===== src/rtl/ctrl_loop_sequencer.sv =====
// ctrl_loop_sequencer
//   Fixed-rate scheduler for the flight control loop. Once init_done is high,
//   the block waits for each loop tick (period CLK_HZ/LOOP_HZ cycles). On each
//   tick it reads one 12-byte IMU frame, then starts the angle, PID and PWM
//   stages in that order. Faults send it to ERROR, which holds motor_kill high
//   until clear_err.
//
// Optional feature: define CTRL_SEQ_TIMEOUT_EN to build the per-stage watchdog
//   (err_code 1 after TIMEOUT_CYC cycles in READ/ANGLE/PID/PWM). When it is not
//   defined, stages wait indefinitely.
//
// Ports
//   clk, rst_n                 clock (rising edge), async active-low reset
//   init_done                  IMU initialisation complete (level)
//   read_start                 1-cycle pulse: start IMU burst read
//   data_avalid, data[7:0]     IMU byte strobe / byte
//   read_done                  IMU burst finished (pulse)
//   frame[95:0]                captured frame, byte 0 at [95:88]
//   angle_start / angle_done   angle stage handshake
//   pid_start / pid_done       PID stage handshake
//   pwm_busy[3:0]              per-motor PWM busy
//   pwm_oe                     1-cycle pulse: load all four PWM channels
//   motor_kill                 high while in ERROR
//   err_code[1:0]              0 none, 1 timeout, 2 short frame, 3 init lost
//   overrun_cnt[7:0]           missed ticks, saturating
//   clear_err                  pulse: leave ERROR
//   state[2:0]                 current state (debug)
module ctrl_loop_sequencer #(
  parameter int unsigned CLK_HZ      = 50_000_000,
  parameter int unsigned LOOP_HZ     = 500,
  parameter int unsigned TIMEOUT_CYC = 50_000
) (
  input  logic        clk,
  input  logic        rst_n,
  input  logic        init_done,
  output logic        read_start,
  input  logic        data_avalid,
  input  logic [7:0]  data,
  input  logic        read_done,
  output logic [95:0] frame,
  output logic        angle_start,
  input  logic        angle_done,
  output logic        pid_start,
  input  logic        pid_done,
  input  logic [3:0]  pwm_busy,
  output logic        pwm_oe,
  output logic        motor_kill,
  output logic [1:0]  err_code,
  output logic [7:0]  overrun_cnt,
  input  logic        clear_err,
  output logic [2:0]  state
);

  localparam int unsigned PERIOD = CLK_HZ / LOOP_HZ;
  localparam int unsigned PW     = (PERIOD > 1) ? $clog2(PERIOD) : 1;

  typedef enum logic [2:0] {
    S_IDLE      = 3'd0,
    S_WAIT_TICK = 3'd1,
    S_READ      = 3'd2,
    S_ANGLE     = 3'd3,
    S_PID       = 3'd4,
    S_PWM       = 3'd5,
    S_ERROR     = 3'd6
  } state_t;

  state_t        cur_state;
  logic [PW-1:0] period_cnt;
  logic          tick_pend;
  logic          tick;
  logic          running;
  logic          stage_to;
  logic [3:0]    byte_cnt;

  assign state   = cur_state;
  assign running = (cur_state != S_IDLE) && (cur_state != S_ERROR);
  // The tick fires in the cycle where the counter wraps back to 0.
  assign tick    = running && (period_cnt == PW'(PERIOD - 1));

`ifdef CTRL_SEQ_TIMEOUT_EN
  localparam int unsigned TW = $clog2(TIMEOUT_CYC + 1);

  state_t        prev_state;
  logic [TW-1:0] stage_tmr;
  logic          in_stage;

  assign in_stage = cur_state inside {S_READ, S_ANGLE, S_PID, S_PWM};

  // Entry is detected one cycle late (state != prev_state), so the timer
  // reloads to 1 there. It then holds the number of cycles spent in the stage.
  always_ff @(posedge clk or negedge rst_n) begin
    if (!rst_n) begin
      prev_state <= S_IDLE;
      stage_tmr  <= '0;
    end else begin
      prev_state <= cur_state;
      if (!in_stage)
        stage_tmr <= '0;
      else if (cur_state != prev_state)
        stage_tmr <= TW'(1);
      else if (!stage_to)
        stage_tmr <= stage_tmr + 1'b1;
    end
  end

  assign stage_to = in_stage && (cur_state == prev_state) &&
                    (stage_tmr == TW'(TIMEOUT_CYC - 1));
`else
  assign stage_to = 1'b0;
`endif

  always_ff @(posedge clk or negedge rst_n) begin
    if (!rst_n) begin
      cur_state   <= S_IDLE;
      period_cnt  <= '0;
      tick_pend   <= 1'b0;
      byte_cnt    <= '0;
      frame       <= '0;
      read_start  <= 1'b0;
      angle_start <= 1'b0;
      pid_start   <= 1'b0;
      pwm_oe      <= 1'b0;
      motor_kill  <= 1'b0;
      err_code    <= 2'd0;
      overrun_cnt <= '0;
    end else begin
      read_start  <= 1'b0;
      angle_start <= 1'b0;
      pid_start   <= 1'b0;
      pwm_oe      <= 1'b0;

      if (!running || period_cnt == PW'(PERIOD - 1))
        period_cnt <= '0;
      else
        period_cnt <= period_cnt + 1'b1;

      if (running && !init_done) begin
        cur_state  <= S_ERROR;
        err_code   <= 2'd3;
        motor_kill <= 1'b1;
      end else begin
        case (cur_state)
          S_IDLE: begin
            if (init_done)
              cur_state <= S_WAIT_TICK;
          end

          S_WAIT_TICK: begin
            if (tick_pend) begin
              tick_pend  <= 1'b0;
              read_start <= 1'b1;
              byte_cnt   <= '0;
              cur_state  <= S_READ;
            end
          end

          S_READ: begin
            if (data_avalid && byte_cnt < 4'd12) begin
              for (int unsigned i = 0; i < 12; i++)
                if (byte_cnt == 4'(i))
                  frame[95 - 8*i -: 8] <= data;
              byte_cnt <= byte_cnt + 4'd1;
            end
            if (read_done) begin
              if (byte_cnt == 4'd12) begin
                angle_start <= 1'b1;
                cur_state   <= S_ANGLE;
              end else begin
                cur_state  <= S_ERROR;
                err_code   <= 2'd2;
                motor_kill <= 1'b1;
              end
            end else if (stage_to) begin
              cur_state  <= S_ERROR;
              err_code   <= 2'd1;
              motor_kill <= 1'b1;
            end
          end

          S_ANGLE: begin
            if (angle_done) begin
              pid_start <= 1'b1;
              cur_state <= S_PID;
            end else if (stage_to) begin
              cur_state  <= S_ERROR;
              err_code   <= 2'd1;
              motor_kill <= 1'b1;
            end
          end

          S_PID: begin
            // With PWM idle, pwm_oe is issued on the way into PWM so that it
            // lands one cycle after pid_done. PWM then just exits.
            if (pid_done) begin
              pwm_oe    <= (pwm_busy == 4'b0000);
              cur_state <= S_PWM;
            end else if (stage_to) begin
              cur_state  <= S_ERROR;
              err_code   <= 2'd1;
              motor_kill <= 1'b1;
            end
          end

          S_PWM: begin
            if (pwm_oe) begin
              cur_state <= S_WAIT_TICK;
            end else if (pwm_busy == 4'b0000) begin
              pwm_oe    <= 1'b1;
              cur_state <= S_WAIT_TICK;
            end else if (stage_to) begin
              cur_state  <= S_ERROR;
              err_code   <= 2'd1;
              motor_kill <= 1'b1;
            end
          end

          S_ERROR: begin
            if (clear_err) begin
              cur_state  <= S_IDLE;
              err_code   <= 2'd0;
              motor_kill <= 1'b0;
              tick_pend  <= 1'b0;
            end
          end

          default: cur_state <= S_IDLE;
        endcase
      end

      // The counter is held in ERROR, so a tick never coincides with clear_err.
      if (tick) begin
        tick_pend <= 1'b1;
        if ((tick_pend || cur_state != S_WAIT_TICK) && overrun_cnt != 8'hFF)
          overrun_cnt <= overrun_cnt + 8'd1;
      end
    end
  end

endmodule


===== config.mk =====
export PLATFORM = sky130hd
export DESIGN_NAME = ctrl_loop_sequencer
export DESIGN_NICKNAME = d
export VERILOG_FILES = /design/src/rtl/ctrl_loop_sequencer.sv
export SDC_FILE = /design/constraint.sdc
export NUM_CORES = 1
export LEC_CHECK = 0
export BUFFER_PORTS_ARGS = -buffer_cell sky130_fd_sc_hd__buf_2
export CAP_MARGIN = 0
export CORE_MARGIN = 3
export CORE_UTILIZATION = 53
export CTS_CLUSTER_DIAMETER = 50
export CTS_CLUSTER_SIZE = 28
export DETAILED_ROUTE_END_ITERATION = 16
export PLACE_DENSITY = 0.78
export SYNTH_ARGS = -nofsm -noshare
export SYNTH_HDL_FRONTEND = slang
export SYNTH_SLANG_ARGS = --single-unit

===== constraint.sdc =====
create_clock -name clk -period 1.87 [get_ports clk]
set_input_delay 0.2805 -clock clk [delete_from_list [all_inputs] [get_ports clk]]
set_output_delay 0.2805 -clock clk [all_outputs]
set_load 0.05 [all_outputs]

=== Word-level counts from Yosys, hierarchy flattened ===
Cells that the tools add are included.

* Input bits: 20
* Output and inout port bits: 114
* Logic and storage cells: 138
* Register bits: 136

* Add/sub/neg operators: 3
* Order comparisons: 1
* Mux-type cells: 43
* Reductions and logical operators: 33
* Equality and inequality tests: 34
* Bitwise gates (word level): 1

{| class="wikitable"
|+ Operators with widths
! cell !! count
|-
| AND reduction 4 bit || 14
|-
| two-way mux 3 bit || 10
|-
| inequality test 3 bit, second input constant || 9
|-
| case mux 3 bit (7 select lines) || 1
|-
| == test 4 bit, second input constant || 5
|-
| two-way mux 1 bit || 20
|-
| adder 17 x 1 -> 17 bit, second input constant || 1
|-
| == test 17 bit, second input constant || 1
|-
| two-way mux 17 bit || 1
|-
| == test 4 x 3 -> 1 bit, second input constant || 4
|-
| == test 3 bit, second input constant || 3
|-
| nonzero test 3 bit || 3
|-
| adder 8 x 1 -> 8 bit, second input constant || 1
|-
| == test 4 x 2 -> 1 bit, second input constant || 2
|-
| logical NOT 4 bit || 2
|-
| two-way mux 2 bit || 4
|-
| two-way mux 4 bit || 2
|-
| inequality test 8 bit, second input constant || 1
|-
| case mux 4 bit (2 select lines) || 1
|-
| AND reduction 7 bit || 1
|-
| == test 3 x 2 -> 1 bit, second input constant || 2
|-
| inequality test 2 bit, second input constant || 3
|-
| case mux 1 bit (2 select lines) || 3
|-
| logical AND 1 bit || 5
|-
| 14 further kinds || 16
|}

=== Longest topological paths before layout ===
Gate-level depths: netlist (run 1).

* Depth after elaboration: 5
* Mapped depth: 7
* Gate-level depth less buffers: 6

=== Least setup slack after synthesis (run 1) ===
Ideal clock, no wire load.

* Path type: register -> register
* Start point: register cur_state[1], in the netlist state[1]
* End point: register frame[31]
* Setup time: 125 ps
* Path buffers: 2
* Stages on the path, launching flop included: 7
* Data required time: 1745 ps
* Arrival time: 1924 ps
* Slack: -179 ps
* Period minus slack after synthesis: 2049 ps
* Cells stage by stage: dfrtp_1 buf_2 and4bb_1 and4_1 buf_6 nand2_8 mux2_4

* Cells in the longest elaborated chain, start to end: 5
* Elaborated cells on any way between the ends: 7
* Those cells by class: eq/ne (2); bitwise (1); reduce/logical (4)

{| class="wikitable"
|+ RTL lines
! item !! line !! RTL
|-
| start: declaration || 67 || <nowiki>state_t cur_state;</nowiki>
|-
| start signal: assignment || 114 || <nowiki>cur_state <= S_IDLE;</nowiki>
|-
| start signal: assignment || 138 || <nowiki>cur_state <= S_ERROR;</nowiki>
|-
| start signal: assignment || 145 || <nowiki>cur_state <= S_WAIT_TICK;</nowiki>
|-
| inequality test 3 bit or nonzero test 3 bit (tied branches) || 76 || <nowiki>assign running = (cur_state != S_IDLE) && (cur_state != S_ERROR);</nowiki>
|-
| logical AND 1 bit || 76 ||
|-
| logical AND 1 bit || 137 || <nowiki>if (running && !init_done) begin</nowiki>
|-
| inverter 1 bit (no line) || n/a ||
|-
| AND reduction 4 bit (no line) * || n/a ||
|-
| end signal: indexed assignment || 161 || <nowiki>frame[95 - 8*i -: 8] <= data;</nowiki>
|-
| end: declaration || 40 || <nowiki>output logic [95:0] frame,</nowiki>
|}

Mark *: on every way between the ends. The rest lies on a longest branch, timed or not.
A chain may end at the register's enable or synchronous reset.

=== Worst setup path after layout (run 1) ===
* Start point: register cur_state[2], in the netlist state[2]
* End point: register frame[56]

The elaborated chain is that of the path after synthesis.

==> results of run 1 <==
-- worst reg2reg max path, cell delays in order, from the launching register on --
cell and delay [ns]:
dfrtp_2 0.41, nand4bb_4 0.28, nor4_4 0.27, buf_4 0.19, nand2_2 0.16, mux2_1 0.36
-- metrics by stage --
step / area (um^2) / setup slack, ns / power, uW / instances
floorplan: 5980 / -0.000771 / 6570 / 440
global placement: 6900 / 0.125 / 7560 / 711
detailed placement: 6900 / 0.0783 / 7670 / 711
CTS: 7490 / 0.0556 / 10900 / 744
global route: 7500 / 0.00835 / 11400 / 745
finish: 7500 / 0.0715 / 10900 / 745
-- cells in the mapped netlist (all sizes together), types with 2 or more instances --
cell type | number | area (um^2)
o31ai | 4 | 30.0
and3 | 3 | 18.8
nand2 | 20 | 160
inv | 12 | 45.0
mux2 | 98 | 1220
a21oi | 10 | 50.1
ha | 6 | 75.1
or4 | 2 | 15.0
nor3 | 7 | 35.0
and4bb | 2 | 25.0
and4 | 2 | 17.5
nand2b | 3 | 18.8
nor4 | 5 | 61.3
and2 | 4 | 25.0
xnor2 | 2 | 17.5
nor2b | 2 | 12.5
dfrtp | 135 | 3380
clkbuf | 12 | 45.0
or3 | 3 | 18.8
nand3 | 11 | 55.1
xor2 | 17 | 149
o21ai | 16 | 80.1
nand4 | 11 | 75.1
mux2i | 2 | 20.0
o21a | 3 | 22.5
buf | 9 | 58.8
nor2 | 24 | 90.1
nand3b | 2 | 15.0
-- cells in the final DEF, fill, tap and decap left out, types with 4 or more instances in the layout --
cell type	count
nor3_1	7
nand2_1	8
nand4_1	10
mux2_4	32
and2_1	4
nand2_2	8
nor2_1	24
buf_2	132
ha_1	4
mux2_2	56
a21oi_1	10
buf_4	17
mux2_1	10
clkbuf_16	17
inv_1	12
nand3_1	11
dfrtp_1	130
nand2_8	4
o21ai_0	15
xor2_1	17
dfrtp_2	5
-- cells by family (layout without fill, tap and decap cells) --
| kind of cell | count (synthesis) | after routing | synth area share |
|---|---|---|---|
| flops | 135 | 135 | 0.566 |
| mux | 100 | 100 | 0.208 |
| compound gates | 43 | 43 | 0.0442 |
| fa+ha+maj | 6 | 6 | 0.0126 |
| xor+xnor | 19 | 19 | 0.0279 |
| simple gates | 104 | 104 | 0.116 |
| buf+inv | 33 | 198 | 0.0250 |
-- per-layer routing --
metal | vias up | GRT usage | part of all wire
li1 | 1879 | - | -
met1 | 2081 | 0.301 | 0.42
met2 | 121 | 0.384 | 0.51
met3 | 19 | 0.0491 | 0.048
met4 | 0 | 0.0825 | 0.018
met5 | - | 0 | 0
-- state kept, by name (all words and copies together) (netlist names) --
signal,count
state,3
motor_kill,1
period_cnt,17
pid_start,1
tick_pend,1
frame,96
angle_start,1
read_start,1
pwm_oe,1
byte_cnt,4
err_code,1
overrun_cnt,8
-- final cells by class --
| cell class | instances | area (um^2) | share of cell area |
|---|---|---|---|
| Tap cell | 140 | 175 | 0.0233 |
| Multi-Input combinational cell | 272 | 2450 | 0.326 |
| Inverter | 12 | 45.0 | 0.00600 |
| Clock inverter | 14 | 150 | 0.0200 |
| Sequential cell | 135 | 3380 | 0.451 |
| Timing Repair Buffer | 154 | 870 | 0.116 |
| Clock buffer | 18 | 429 | 0.0572 |
-- power groups by stage --
stage | Combinational [uW] | Clock [uW] | Sequential (uW)
floorplan | 1360 | 0 | 5210
global placement | 3770 | 0 | 3790
CTS | 3870 | 3300 | 3770
finish | 3860 | 3240 | 3780
global route | 4090 | 3430 | 3840
detailed placement | 3850 | 0 | 3820
-- worst max path at each step --
stage,start,end,slack [ns]
CTS,byte_cnt[2],frame[56],0.06
detailed placement,state[2],frame[56],0.08
global route,period_cnt[0],period_cnt[16],0.008
floorplan,state[0],frame[31],-0.0008
global placement,state[2],frame[72],0.13
finish,state[2],frame[56],0.07
-- what timing repair did --
| item | CTS | global route |
|---|---|---|
| resized for setup | 0 | 3 |
| endpoints found under the hold margin | 48 | 0 |
| hold buffers | 1 | 0 |
| setup buffers | 0 | 1 |
| setup endpoints to repair | 0 | 7 |
==> results by group, run 1 <==
Critical path
  – Crit-path cells: nand4bb_4 > nor4_4 > buf_4 > nand2_2 > mux2_1
  – CP bufs+invs: 1
  – CP required: 2.16 ns
  – Max Fanout on Critical Path: 8
  – Crit end category: register
  – Stages on the worst setup path: 5
  – Max stage delay on crit path: 0.41 ns
  – Flop-to-flop setup slack: 0.07 ns
  – End of the worst register-to-register path: frame[56]
  – Reg2Reg Depth: 5
  – Top Family by Delay on Critical Path: simple AND/OR/NAND/NOR gates
  – Arrival time worst endpoint: 2.08 ns
  – Crit Path Category: reg2reg
  – Crit-path slowest cell: dfrtp_2
  – Worst R2R Start: state[2]
  – CP Launch Type: register

Clock tree
  – Clock Pin Slew Worst Setup and Hold Paths: 0.06 ns
  – Worst-Skew Late Latency: 0.41 ns
  – TritonCTS buffer count: 17
  – TritonCTS clock tree: built
  – H-tree Lvls: 4
  – Max clock buf depth: 2
  – Clock Tree Root: clkbuf_16
  – Clock sink total: 135

Route
  – Routed len/inst: 18.7 um
  – Via density: 5.50
  – Routed WL: 13,900 um
  – Via count: 4,100
  – Initial drt markers: 257
  – Antenna-violating nets left: 0
  – Pre-antenna DRT Iters: 4
  – DR DRC count: 0

Power
  – Internal power: 6550 uW
  – Peak supply drop: 0.670 mV
  – Clk pwr share: 0.298
  – LEAKAGE: 0.00405 uW
  – Logic pwr share: 0.355
  – P_sw: 4330 uW
  – Cell Pwr Density: 1450 nW/um^2
  – Switching part of the total: 0.398
  – Reg power frac: 0.347

Cells and area
  – N_diodes: 0
  – Layout cells sized above 1: 0.491
  – Area grow syn2layout: 25.7%
  – Final Util: 0.686
  – Nets: 618
  – Filler cells: 780

Global routing
  – Vias in the first global route: 4,278
  – Initial antenna violation count: 0
  – Largest net degree at the start of global routing: 53
  – First-pass GRT wire length: 22,800 um
  – Final global-route overflow total: 0
  – Total track usage: 0.231

Synth
  – Post-synth EDFFs: 0
  – Yosys Warn Count: 0
  – Syn_nets: 466
  – Syn Area/Cell: 13.6 um^2
  – Post-synthesis sequential element count: 135
  – Ys flop type: dfrtp_1
  – Register area share after synthesis: 0.566
  – FFs w/ async S/R, synth: 1.00
  – Post-Syn Area: 5970 um^2
  – Post-Synthesis Cells: 440
  – Netlist cell types: 52

STA
  – Setup Skew: 0.00718 ns
  – Final Hold Slack: 0.138 ns
  – RSZ-0062 raised after global routing: false
  – Max Clk Rate: 556 MHz
  – Crit path time final: 1.80 ns
  – Worst-Margin Slew: 0.502 ns
  – Final worst-path cycle share: 0.962
  – Setup Total Neg Slack: 0 ns
  – # setup viols final: 0
  – Slew headroom: 0.665
  – Max Slew Vio Count: 0
  – Final Hold Fails: 0

Die
  – Die Ht: 112 um
  – Num ports: 134
  – Num rows: 38
  – Starting Density: 0.546
  – Die span in x: 112 um
  – Die area: 12,600 um^2
  – CORE AREA: 10,900 um^2

Outcome
  – Status: finished clean

Hold path
  – Hold WC Path Type: in2reg
  – Hold Crit Endpoint: pwm_oe
  – Worst Hold Launch: pwm_busy[2]
  – Hold path cells: 4

Placed design
  – IO buf count: 133
  – Hpwl dp: 9620 um
  – Final GP Congestion: 0.886

Run
  – Max-Cap Viols: 0
Note: power is estimated with default switching activity, not from simulation.
==> run 2: changes to the inputs <==
--- a/config.mk
+++ b/config.mk
@@ -7,12 +7,14 @@
 export LEC_CHECK = 0
 export BUFFER_PORTS_ARGS = -buffer_cell sky130_fd_sc_hd__buf_2
 export CAP_MARGIN = 0
+export CELL_PAD_IN_SITES_DETAIL_PLACEMENT = 1
+export CELL_PAD_IN_SITES_GLOBAL_PLACEMENT = 2
 export CORE_MARGIN = 3
-export CORE_UTILIZATION = 53
+export CORE_UTILIZATION = 36
 export CTS_CLUSTER_DIAMETER = 50
 export CTS_CLUSTER_SIZE = 28
 export DETAILED_ROUTE_END_ITERATION = 16
-export PLACE_DENSITY = 0.78
+export PLACE_DENSITY_LB_ADDON = 0.1
 export SYNTH_ARGS = -nofsm -noshare
 export SYNTH_HDL_FRONTEND = slang
 export SYNTH_SLANG_ARGS = --single-unit
==> run 2 against run 1 <==
Effect of this change:
- non-clock buffer count is 3 higher
- sequential share of layout area down 0.99 points
- first-iteration DRC count shrank 35%
- utilization fell by 21 points
- critical endpoint is now frame[48]
- fmax shrank 1.4%
- register-to-register slack worse by 0.03 ns
- clock skew increased by 0.00078 ns
- power up 1.8%
- final cell count rose by 11%
==> results by group, run 2 (synthesized netlist as in run 1, its figures left out) <==
Placed design
  – Hpwl dp: 10,700 um (+12%)
  – DP Worst Slack: 0.0218 ns (-0.0565 ns)
  – Final GP Congestion: 0.791 (-11%)
  – IO buf count: 133 (unchanged)

Global routing
  – Vias in the first global route: 4,313 (+0.82%)
  – Largest net degree at the start of global routing: 46 (-13%)
  – Final global-route overflow total: 0 (unchanged)
  – Total track usage: 0.174 (-0.0571)
  – Initial antenna violation count: 0 (unchanged)
  – First-pass GRT wire length: 24,500 um (+7.3%)

STA
  – Worst-Margin Slew: 0.355 ns (-0.147 ns)
  – Final Hold Fails: 0 (unchanged)
  – RSZ-0062 raised after global routing: true
  – Setup Skew: 0.00796 ns (+0.000782 ns)
  – Setup Total Neg Slack: 0 ns (unchanged)
  – Max Slew Vio Count: 0 (unchanged)
  – Crit path time final: 1.82 ns (+0.0263 ns)
  – Final worst slack: 0.0452 ns (-0.0263 ns)
  – # setup viols final: 0 (unchanged)
  – Final worst-path cycle share: 0.976 (+0.0140)
  – Max Clk Rate: 548 MHz (-1.4%)
  – Slew headroom: 0.761 (+0.0958)

Critical path
  – Crit Path Category: reg2reg
  – Crit end category: register
  – Max Fanout on Critical Path: 8 (unchanged)
  – Top Family by Delay on Critical Path: simple AND/OR/NAND/NOR gates
  – CP bufs+invs: 1 (unchanged)
  – CP Launch Type: register
  – CP required: 2.17 ns (about the same)
  – Max stage delay on crit path: 0.42 ns (about the same)
  – Arrival time worst endpoint: 2.13 ns (+0.05 ns)
  – Crit-path cells: nand4bb_4 > nor4_4 > buf_4 > nand2_2 > mux2_1
  – Crit-path slowest cell: dfrtp_2

Cells and area
  – Top Registers: frame x96, period_cnt x17, overrun_cnt x8
  – Final Util: 0.478 (-0.208)
  – Area grow syn2layout: 28.6%
  – Nets: 621 (+0.49%)
  – FF+latch area: 3380 um^2 (unchanged)
  – Most frequent cells in the layout: 132 x buf_2, 130 x dfrtp_1, 56 x mux2_2, 32 x mux2_4, 23 x nor2_1
  – N_diodes: 0 (unchanged)
  – Commonest non-fill, non-tap cell in the layout: buf_2
  – Layout cells sized above 1: 0.498 (+0.00745)
  – Filler cells: 1,673 (+110%)
  – Max reg flops: 96 (unchanged)
  – Multi-input logic area: 2470 um^2 (+0.66%)
  – Top reg by flops: frame

Clock tree
  – Clock sink total: 135 (unchanged)
  – Worst-Skew Late Latency: 0.42 ns (about the same)
  – Clock Tree Root: clkbuf_16
  – Max clock buf depth: 2 (unchanged)
  – Clock Pin Slew Worst Setup and Hold Paths: 0.06 ns (about the same)
  – TritonCTS clock tree: built
  – H-tree Lvls: 4 (unchanged)
  – TritonCTS buffer count: 17 (unchanged)

Power
  – Total power: 11,100 uW (+1.8%)
  – Peak supply drop: 0.719 mV (+7.4%)
  – Cell Pwr Density: 1440 nW/um^2 (-0.41%)
  – LEAKAGE: 0.00408 uW (+0.96%)

Route
  – Via count: 4,095 (-0.12%)
  – Via density: 4.97 (-9.7%)
  – Initial drt markers: 167 (-35%)
  – Pre-antenna DRT Iters: 4 (unchanged)
  – Antenna-violating nets left: 0 (unchanged)
  – DR DRC count: 0 (unchanged)
  – Routed len/inst: 18.6 um (-0.13%)
  – Routed WL: 15,400 um (+10%)

Die
  – CORE AREA: 16,100 um^2 (+47%)
  – Die area: 18,200 um^2 (+44%)
  – Num rows: 46 (+21%)
  – Die span in x: 135 um (+20%)
  – Die Ht: 135 um (+20%)
  – Starting Density: 0.372 (-0.174)
  – Num ports: 134 (unchanged)

Hold path
  – Hold WC Path Type: in2reg

Run
  – Max-Cap Viols: 0 (unchanged)

Outcome
  – Status: finished clean
run 2: cell types whose count changed in the layout (fill, tap and decap cells not counted), moves of 2 or more:
cell	previous run	this run
nor3_2	0	2
clkinv_4	3	1
nor3_1	7	5
clkinv_2	3	0
inv_6	3	6
buf_4	17	19
run 2: what timing repair did:
action,in CTS,in global routing
gates resized for setup,0,6
endpoints found under the setup margin,0,42
endpoints found under the hold margin,24,0
hold buffers,1,0
buffers inserted,0,2
run 2: layout make-up:
class	instances	share of cell area
clock inverters	14	0.0212
multi-input cells	272	0.321
inverters	12	0.00587
well taps	216	0.0352
repair buffers	157	0.118
flip-flops and latches	135	0.441
clock buffers	18	0.0572
run 2: worst paths after layout:
path	startpoint	endpoint	slack, ns	depth (start not counted)
max in group asynchronous	rst_n	frame[81]	0.93	3
min in group asynchronous	rst_n	frame[30]	0.31	2
worst min-delay path	pwm_busy[2]	pwm_oe	0.13	4
worst max register to register	state[2]	frame[48]	0.05	5
worst max-delay path	state[2]	frame[48]	0.05	5
worst min register to register	period_cnt[0]	period_cnt[0]	0.46	1
run 2: power breakdown:
| group | total, uW | internal (uW) | switching [uW] |
|---|---|---|---|
| combinational | 3930 | 1170 | 2760 |
| sequential | 3730 | 3410 | 319 |
| clock | 3420 | 2030 | 1390 |
| total | 11100 | 6610 | 4470 |
run 2: worst min-delay path, cell delays in order:
cell and delay [ns]:
buf_2 0.07, nor4_1 0.04, nand3_1 0.07, nor2_1 0.04
run 2: through the flow:
step	hold slack [ns]	std cells	cell area (um^2)
after floorplan	-0.0151	440	5980
after global placement	0.178	789	7020
after detailed placement	0.181	789	7020
after CTS	0.108	822	7630
after global routing	0.147	824	7670
final	0.129	824	7670
run 2: metal layers:
metal | up-vias | share of wire | GRT usage
met4 | 0 | 0.017 | 0.0650
met1 | 2106 | 0.47 | 0.239
met2 | 92 | 0.46 | 0.263
met5 | - | 0 | 0
li1 | 1877 | - | -
met3 | 20 | 0.052 | 0.0466
==> run 3: changes to the inputs <==
--- a/config.mk
+++ b/config.mk
@@ -5,6 +5,7 @@
 export SDC_FILE = /design/constraint.sdc
 export NUM_CORES = 1
 export LEC_CHECK = 0
+export ABC_CLOCK_PERIOD_IN_PS = 1870
 export BUFFER_PORTS_ARGS = -buffer_cell sky130_fd_sc_hd__buf_2
 export CAP_MARGIN = 0
 export CELL_PAD_IN_SITES_DETAIL_PLACEMENT = 1
==> constraint.sdc (replaced) <==
create_clock -name clk -period 1.87 [get_ports clk]
set_input_delay 0.0935 -clock clk [delete_from_list [all_inputs] [get_ports clk]]
set_output_delay 0.0935 -clock clk [all_outputs]
set_load 0.05 [all_outputs]
==> run 3 against run 2 <==
Effect of this change:
- sequential share of layout area shrank 0.25 points
- design area grew 0.57%
- worst hold slack lost 0.075 ns
- flip-flop and latch count is the same
- die area is the same
- critical endpoint unchanged
==> results by group, run 3 (synthesized netlist as in run 1, its figures left out) <==
Critical path
  – CP Launch Type: register
  – CP required: 2.16 ns (about the same)
  – Max Fanout on Critical Path: 8 (unchanged)
  – Crit end category: register
  – Reg2Reg Depth: 5 (unchanged)
  – Arrival time worst endpoint: 2.11 ns (-0.02 ns)
  – Crit Path Category: reg2reg
  – End of the worst register-to-register path: frame[48]
  – Worst R2R Start: state[2]
  – Flop-to-flop setup slack: 0.05 ns (about the same)

Route
  – Via density: 4.92 (-1.1%)
  – Routed len/inst: 18.5 um (-0.61%)
  – Pre-antenna DRT Iters: 4 (unchanged)
  – Via count: 4,070 (-0.61%)
  – Routed WL: 15,300 um (-0.12%)
  – Initial drt markers: 147 (-12%)
  – DR DRC count: 0 (unchanged)
  – Antenna-violating nets left: 0 (unchanged)

Placed design
  – Placed Cells: 788 (-0.13%)
  – DP Area: 7010 um^2 (-0.11%)
  – Hpwl dp: 10,700 um (-0.21%)
  – IO buf count: 133 (unchanged)
  – Final GP Congestion: 0.773 (-2.3%)

Outcome
  – Status: finished clean

Power
  – LEAKAGE: 0.00411 uW (+0.52%)
  – Internal power: 6820 uW (+3.2%)
  – Total power: 11,200 uW (+0.93%)
  – Clk pwr share: 0.317 (+0.008)
  – Reg power frac: 0.334 (-0.003)
  – Logic pwr share: 0.349 (-0.005)
  – Switching part of the total: 0.390 (-0.0132)
  – Cell Pwr Density: 1450 nW/um^2 (+0.36%)
  – Peak supply drop: 0.789 mV (+9.7%)
  – P_sw: 4360 uW (-2.4%)

Clock tree
  – TritonCTS clock tree: built
  – Clock Pin Slew Worst Setup and Hold Paths: 0.06 ns (about the same)
  – Worst-Skew Late Latency: 0.42 ns (about the same)
  – Max clock buf depth: 2 (unchanged)
  – TritonCTS buffer count: 17 (unchanged)
  – H-tree Lvls: 4 (unchanged)
  – Clock Tree Root: clkbuf_16
  – Clock sink total: 135 (unchanged)

Die
  – Die area: 18,200 um^2 (unchanged)
  – Starting Density: 0.372 (unchanged)
  – Die span in x: 135 um (unchanged)
  – Num rows: 46 (unchanged)
  – Num ports: 134 (unchanged)
  – CORE AREA: 16,100 um^2 (unchanged)
  – Die Ht: 135 um (unchanged)

Cells and area
  – Top Registers: frame x96, period_cnt x17, overrun_cnt x8
  – Nets: 625 (+0.64%)
  – Commonest non-fill, non-tap cell in the layout: buf_2
  – Most frequent cells in the layout: 132 x buf_2, 130 x dfrtp_1, 56 x mux2_2, 32 x mux2_4, 24 x nor2_1
  – Final Util: 0.481 (+0.00273)
  – N_diodes: 0 (unchanged)
  – Top reg by flops: frame
  – Filler cells: 1,711 (+2.3%)
  – Area grow syn2layout: 29.3%
  – Max reg flops: 96 (unchanged)
  – Finished Cell Area: 7720 um^2 (+0.57%)
  – Layout cells sized above 1: 0.484 (-0.0147)
  – Final std cells w/o fill: 828 (+0.49%)

STA
  – Final Hold Fails: 0 (unchanged)
  – Final Hold Slack: 0.0544 ns (-0.0750 ns)
  – RSZ-0062 raised after global routing: true
  – Max Slew Vio Count: 0 (unchanged)
  – Worst-Margin Slew: 0.550 ns (+0.194 ns)
  – Crit path time final: 1.82 ns (-0.00362 ns)
  – Slew headroom: 0.634 (-0.128)
  – # setup viols final: 0 (unchanged)
  – Setup Skew: 0.00935 ns (+0.00139 ns)
  – Final worst-path cycle share: 0.974 (-0.00194)
  – Max Clk Rate: 549 MHz (+0.20%)

Hold path
  – Hold Crit Endpoint: angle_start
  – Worst Hold Launch: init_done
  – Hold path cells: 3 (-1)
  – Hold WC Path Type: in2reg

Global routing
  – Initial antenna violation count: 0 (unchanged)
  – Largest net degree at the start of global routing: 53 (+15%)
  – Vias in the first global route: 4,473 (+3.7%)
  – Final global-route overflow total: 0 (unchanged)
  – Total track usage: 0.177 (+0.00349)
  – First-pass GRT wire length: 25,000 um (+2.1%)

Run
  – Max-Cap Viols: 0 (unchanged)
## run 3: cell count changes in the layout (fill, tap and decap cells not counted), sizes merged
| cell | delta |
|---|---|
| inv | -5 |
| clkinv | +4 |
| buf | -1 |
| bufinv | +2 |
| clkinvlp | -1 |
| dlygate4sd3 | +5 |
## run 3: area by class of cell
class                      count  area [um^2]  area share
multi-input combinational    272         2440       0.316
inverter                      12         45.0     0.00584
clock inverter                14          200      0.0259
timing repair buffer         161          947       0.123
sequential                   135         3380       0.439
tap                          216          270      0.0350
clock buffer                  18          429      0.0556
## run 3: repair_timing
item,in CTS,in global routing
buffers inserted,0,2
resized for setup,0,0
setup endpoints to repair,0,35
endpoints found under the hold margin,53,0
hold buffers,6,0
## run 3: per-layer routing
layer / up-vias / track usage / share of wire
li1: 1885 / - / -
met1: 2077 / 0.233 / 0.46
met2: 90 / 0.289 / 0.47
met3: 18 / 0.0447 / 0.051
met4: 0 / 0.0560 / 0.013
met5: - / 0 / 0
## run 3: metrics by stage
| step | setup slack (ns) | TNS (ns) |
|---|---|---|
| final | 0.0489 | 0 |
| after global routing | -0.0317 | -0.0881 |
| after CTS | 0.00197 | 0 |
| after detailed placement | 0.0295 | 0 |
| after global placement | 0.0664 | 0 |
| after floorplan | -0.000771 | -0.0119 |
## run 3: how the worst max path moves through the flow
stage / to / cells past startpoint / slack [ns] / startpoint
6_report: frame[48] / 5 / 0.05 / state[2]
5_1_grt: frame[48] / 5 / -0.03 / state[2]
4_1_cts: frame[48] / 4 / 0.002 / state[2]
3_5_place_dp: frame[48] / 4 / 0.03 / state[2]
3_3_place_gp: frame[48] / 4 / 0.07 / state[2]
2_1_floorplan: frame[31] / 6 / -0.0008 / state[0]
## run 3: critical path, cell delays in order, from the launching register on
cell and delay (ns):
dfrtp_2 0.41, nand4bb_4 0.29, nor4_4 0.28, buf_4 0.19, nand2_2 0.18, mux2_1 0.36
## run 3: power groups by stage
stage	clock, uW	combinational [uW]	sequential, uW
2_1_floorplan	0	1360	5210
3_3_place_gp	0	3890	3760
3_5_place_dp	0	3930	3790
4_1_cts	3650	3960	3740
5_1_grt	3800	4190	3810
6_report	3550	3900	3740
